[src/rtl/traffic_fsm_pkg.sv]
// Shared encodings for the traffic light sequencer: interval addresses,
// state codes and the lamp pattern driven in each state.
package traffic_fsm_pkg;

  localparam logic [1:0] INT_BASE = 2'd0;
  localparam logic [1:0] INT_EXT  = 2'd1;
  localparam logic [1:0] INT_YEL  = 2'd2;

  typedef enum logic [2:0] {
    MG1  = 3'd0,
    MG2  = 3'd1,
    MY   = 3'd2,
    WALK = 3'd3,
    SG1  = 3'd4,
    SG2  = 3'd5,
    SY   = 3'd6
  } state_t;

  // Lamp order {Rm,Ym,Gm,Rs,Ys,Gs,W}
  localparam logic [6:0] LT_MG1  = 7'b0011000;
  localparam logic [6:0] LT_MG2  = 7'b0011000;
  localparam logic [6:0] LT_MY   = 7'b0101000;
  localparam logic [6:0] LT_WALK = 7'b1001001;
  localparam logic [6:0] LT_SG1  = 7'b1000010;
  localparam logic [6:0] LT_SG2  = 7'b1000010;
  localparam logic [6:0] LT_SY   = 7'b1000100;

  function automatic logic [6:0] light_pattern(state_t s);
    case (s)
      MG1:     return LT_MG1;
      MG2:     return LT_MG2;
      MY:      return LT_MY;
      WALK:    return LT_WALK;
      SG1:     return LT_SG1;
      SG2:     return LT_SG2;
      SY:      return LT_SY;
      default: return LT_MG1;
    endcase
  endfunction

endpackage

[src/rtl/traffic_fsm.sv]
// Light-sequencing FSM: steps through the main/side/walk phases on timer
// expiry, selects the next interval and pulses start_timer on each entry.
module traffic_fsm
  import traffic_fsm_pkg::*;
(
  input  logic       clk,
  input  logic       sys_reset,
  input  logic       sensor_sync,
  input  logic       WR,
  input  logic       prog_sync,
  input  logic       expired,
  output logic [1:0] interval,
  output logic       start_timer,
  output logic       WR_reset,
  output logic       Rm,
  output logic       Ym,
  output logic       Gm,
  output logic       Rs,
  output logic       Ys,
  output logic       Gs,
  output logic       W
);

  state_t     state_q, state_d;
  logic       entry_q, entry_d;
  logic       take;
  logic       advance;
  logic [1:0] interval_d;
  logic       start_d;
  logic       wr_reset_d;
  logic [6:0] lights_q, lights_d;

  // State and registered outputs
  always_ff @(posedge clk) begin
    if (sys_reset) begin
      state_q     <= MG1;
      entry_q     <= 1'b1;
      interval    <= INT_BASE;
      lights_q    <= LT_MG1;
      start_timer <= 1'b0;
      WR_reset    <= 1'b0;
    end else begin
      state_q     <= state_d;
      entry_q     <= entry_d;
      interval    <= interval_d;
      lights_q    <= lights_d;
      start_timer <= start_d;
      WR_reset    <= wr_reset_d;
    end
  end

  // Expiry only counts once the current interval has actually been loaded,
  // i.e. not in the start_timer cycle nor while a deferred start is pending.
  assign advance = expired && !start_timer && !entry_q;

  // Next-state logic
  always_comb begin
    state_d = state_q;
    entry_d = 1'b0;
    take    = 1'b0;
    if (prog_sync) begin
      state_d = MG1;
      entry_d = 1'b1;
    end else begin
      case (state_q)
        MG1:  if (advance) begin state_d = MG2;                    take = 1'b1; end
        MG2:  if (advance) begin state_d = MY;                     take = 1'b1; end
        MY:   if (advance) begin state_d = WR ? WALK : SG1;        take = 1'b1; end
        WALK: if (advance) begin state_d = SG1;                    take = 1'b1; end
        SG1:  if (advance) begin state_d = sensor_sync ? SG2 : SY; take = 1'b1; end
        SG2:  if (advance) begin state_d = SY;                     take = 1'b1; end
        SY:   if (advance) begin state_d = MG1;                    take = 1'b1; end
        default: begin
          state_d = MG1;
          take    = 1'b1;
        end
      endcase
    end
  end

  // Output decode for the registered outputs, keyed on the state being entered
  always_comb begin
    lights_d   = light_pattern(state_d);
    interval_d = interval;
    start_d    = 1'b0;
    wr_reset_d = 1'b0;
    if (prog_sync) begin
      interval_d = INT_BASE;
    end else begin
      start_d = take || entry_q;
      if (take) begin
        case (state_d)
          MG1:     interval_d = INT_BASE;
          MG2:     interval_d = sensor_sync ? INT_EXT : INT_BASE;
          MY:      interval_d = INT_YEL;
          WALK:    interval_d = INT_EXT;
          SG1:     interval_d = INT_BASE;
          SG2:     interval_d = INT_EXT;
          SY:      interval_d = INT_YEL;
          default: interval_d = INT_BASE;
        endcase
        wr_reset_d = (state_d == WALK);
      end
    end
  end

  assign {Rm, Ym, Gm, Rs, Ys, Gs, W} = lights_q;

endmodule

[config.mk]
export PLATFORM = sky130hd
export DESIGN_NAME = traffic_fsm
export DESIGN_NICKNAME = d
export VERILOG_FILES = /design/src/rtl/traffic_fsm_pkg.sv /design/src/rtl/traffic_fsm.sv
export SDC_FILE = /design/constraint.sdc
export NUM_CORES = 1
export LEC_CHECK = 0
export CAP_MARGIN = 20
export CELL_PAD_IN_SITES_DETAIL_PLACEMENT = 1
export CELL_PAD_IN_SITES_GLOBAL_PLACEMENT = 1
export CORE_MARGIN = 8
export CORE_UTILIZATION = 25
export CTS_BUF_LIST = sky130_fd_sc_hd__clkbuf_16
export DETAILED_ROUTE_END_ITERATION = 8
export PLACE_DENSITY = 0.66
export SLEW_MARGIN = 30
export SYNTH_ARGS = -nofsm -noshare
export SYNTH_HDL_FRONTEND = slang
export SYNTH_SLANG_ARGS = --single-unit
[constraint.sdc]
create_clock -name clk -period 2.6 [get_ports clk]
set_input_delay 0.39 -clock clk [delete_from_list [all_inputs] [get_ports clk]]
set_output_delay 0.39 -clock clk [all_outputs]
set_load 0.005 [all_outputs]
==> summary.txt <==
Outcome
  – Outcome: complete, no violations

Setup path
  – Cell chain of the critical path: clkdlybuf4s50_1 -> nor3b_4 -> o2111ai_1 -> o21a_4 -> or3_1 -> nor2b_2
  – Crit path required time: 2.78 ns
  – Reg2Reg Depth: 5
  – Critical path class: primary input to register
  – Crit path depth: 6
  – CP max stage cell: clkdlybuf4s50_1
  – Slowest stage delay, CP: 0.46 ns
  – CP Max Fanout: 8
  – Top delay family on crit path: simple AND/OR/NAND/NOR gates
  – Worst EP arrival: 2.10 ns
  – Critical Path End Type: register
  – Bufs and invs on worst path: 1
  – Worst Setup Start Kind: primary input

Detailed routing
  – Drt first pass iters: 2
  – Detailed Route Iter0 Violations: 5
  – DR vias: 483
  – Total Routed Length: 1460 um
  – Drt wl/cell: 13.9 um
  – Vias/cell: 4.60
  – DRT antenna net count: 0
  – Residual DRC: 0

Floorplanning
  – Effective utilization at floorplan: 26.7%
  – # IOs: 17
  – Die area: 4210 sq um
  – Die Ht: 64.9 um
  – CORE AREA: 2230 sq um
  – Rows: 17
  – Chip Width: 64.9 um

Final layout
  – Multi-input logic area: 278 sq um
  – FILL cells: 273
  – Area growth, synth to finish: 45.9%
  – Antenna diodes: 0
  – Layout cell share with drive strength beyond 1: 16.9%
  – FF/Latch Area: 300 sq um
  – Net count, final: 84
  – Core Util, Final: 39.0%

Timing
  – Fin crit share: 73.8%
  – Setup TNS: 0 ns
  – Worst-margin pin slew: 0.452 ns
  – Fin crit period: 1.92 ns
  – Skew final: 0.00130 ns
  – RSZ-0062 raised after global routing: no
  – Hold Worst Slack: 0.454 ns
  – Fmax: 521 MHz
  – Count of pins over their slew limit: 0
  – Worst rel slew slack: 69.7%
  – Final Hold Fails: 0
  – # setup viols final: 0

Pwr
  – Int Power: 0.449 mW
  – LEAKAGE: 0.327 nW
  – Logic pwr share: 4.7%
  – Clk pwr share: 52.4%
  – Switching power: 0.0985 mW
  – Sequential Power Share: 42.9%
  – Sw Share: 18.0%
  – Power Dens Cells: 629 nW/um^2
  – VDD IR-drop max: 0.339 mV

Clock network
  – Clock slew at reported path FFs: 0.05 ns
  – Max clock buf depth: 2
  – Post-CTS Setup Inserts: 0
  – CTS root buf: clkbuf_16
  – CTS Hold Bufs: 0
  – TritonCTS clock tree: done
  – Clock sink count: 15
  – Post-CTS sizing: 0
  – Deepest level of the CTS H-tree: 1
  – Clock Latency Late Sink: 0.24 ns
  – Clock buffer count from CTS: 3

Job
  – Max Cap Viol: 0

Global route
  – Largest net degree at the start of global routing: 9
  – Gr usage total: 7.55%
  – GRT overflow: 0
  – Vias in the first global route: 569
  – Initial antenna violation count: 0
  – First-pass GRT wire length: 2500 um

Synth
  – Synthesized flop and latch total: 15
  – Synth Area per Inst: 10.5 sq um
  – Post-synth top area share: 50.3%
  – Post-Syn Instances: 57
  – Post-Synthesis Net Count: 63
  – Cell area after synthesis: 597 sq um
  – Dominant cells by area after synthesis: dfxtp_1, o31ai_4, a21oi_1, inv_1, nor3b_4
  – Seq/Total Area, Yosys: 50.3%
  – Synth unique cells: 28
  – Largest area contributor in the netlist: dfxtp_1
  – YS warnings: 0

Place
  – Dpl hpwl: 1100 um
  – I/O Buffers: 16
  – Routability cong.: 0.654

Worst hold path
  – Worst hold path type: register to register
  – WHS Path Cells: 2
==> routing by layer <==
layer,part of all wire (%),track usage (%),up-vias,wire (um)
li1,-,-,240,-
met1,42,7.49,230,606
met2,49,12.4,11,716
met3,8.2,4.12,2,120
met4,0.96,4.09,0,14
met5,0,0,-,0
==> kinds of logic after synthesis <==
kind of cell / synth area share (%)
AOI/OAI and AO/OA: 18.4
buffers and inverters: 3.14
DFF: 50.3
and+or+nand+nor: 28.1
==> cells in the final DEF, fill, tap and decap left out <==
cell type	Yosys	routed
and4b_2	1	1
nor2b_2	1	1
or2_2	1	1
nor4_1	1	1
dfxtp_1	15	15
clkbuf_16	0	3
nor3b_4	1	1
inv_1	5	6
nand2b_4	1	1
a32o_1	1	1
nand2_1	3	3
nor2_1	3	3
or3_1	2	2
nand3b_1	1	1
o2111ai_1	1	1
a21o_2	1	1
nand2b_1	1	1
nor3_1	1	1
o21ai_0	1	1
a31oi_1	2	2
nor2b_1	2	2
nor3b_1	2	2
and2_2	1	1
o31a_1	1	1
and2b_2	1	1
o21a_4	1	1
nand3_1	1	1
a21oi_1	4	4
clkdlybuf4s50_1	0	16
o31ai_4	1	1
==> flip-flops by register name (all words and copies together) (netlist names) <==
register and cells:
WR_reset 1, entry_q 1, interval 2, lights_q 7, start_timer 1, state_q 3
==> stage by stage <==
stage	setup slack [ns]	power [mW]	cell area (sq um)	instances
final	0.681	0.548	871	105
after global routing	0.621	0.570	871	105
after CTS	0.684	0.557	871	105
after detailed placement	0.456	0.265	792	101
after global placement	0.512	0.264	792	101
after floorplan	1.06	0.250	597	57
==> worst register-to-register path, cell delays in order, from the launching register on <==
cell and delay, ns:
dfxtp_1 0.37, nor2b_1 0.18, or3_1 0.31, a21oi_1 0.38
nor3b_1 0.25, a32o_1 0.15
==> synthesized netlist by cell type <==
master and count:
a21oi_1 4, or2_2 1, nor3b_4 1, a32o_1 1, nand3_1 1, nor3b_1 2
and2_2 1, nand2_1 3, nor2b_2 1, a21o_2 1, or3_1 2, nor2_1 3
nor3_1 1, dfxtp_1 15, nand2b_4 1, and4b_2 1, o21ai_0 1, a31oi_1 2
nor4_1 1, nand2b_1 1, o2111ai_1 1, nor2b_1 2, nand3b_1 1, o31ai_4 1
and2b_2 1, o31a_1 1, inv_1 5, o21a_4 1
==> power by group through the flow <==
| stage | clock (mW) | combinational [mW] | sequential, mW |
|---|---|---|---|
| finish | 0.287 | 0.0255 | 0.235 |
| global route | 0.307 | 0.0279 | 0.235 |
| CTS | 0.296 | 0.0258 | 0.235 |
| detailed placement | 0 | 0.0256 | 0.240 |
| global placement | 0 | 0.0250 | 0.239 |
| floorplan | 0 | 0.0111 | 0.239 |
==> worst paths after layout <==
path                                  start     endpoint  slack, ns
worst min register to register  interval[1]  interval[1]       0.45
worst min-delay path            interval[1]  interval[1]       0.45
worst max-delay path                expired  lights_q[5]       0.68
worst max register to register   state_q[2]  interval[0]       0.91
==> cell type report <==
| class | instances | area share (%) |
|---|---|---|
| clock buffer | 3 | 8.62 |
| clock inverter | 1 | 0.431 |
| inverter | 5 | 2.16 |
| multi-input combinational | 37 | 31.9 |
| sequential | 15 | 34.5 |
| tap | 28 | 4.02 |
| timing repair buffer | 16 | 18.4 |
(Power assumes the default switching activity.)
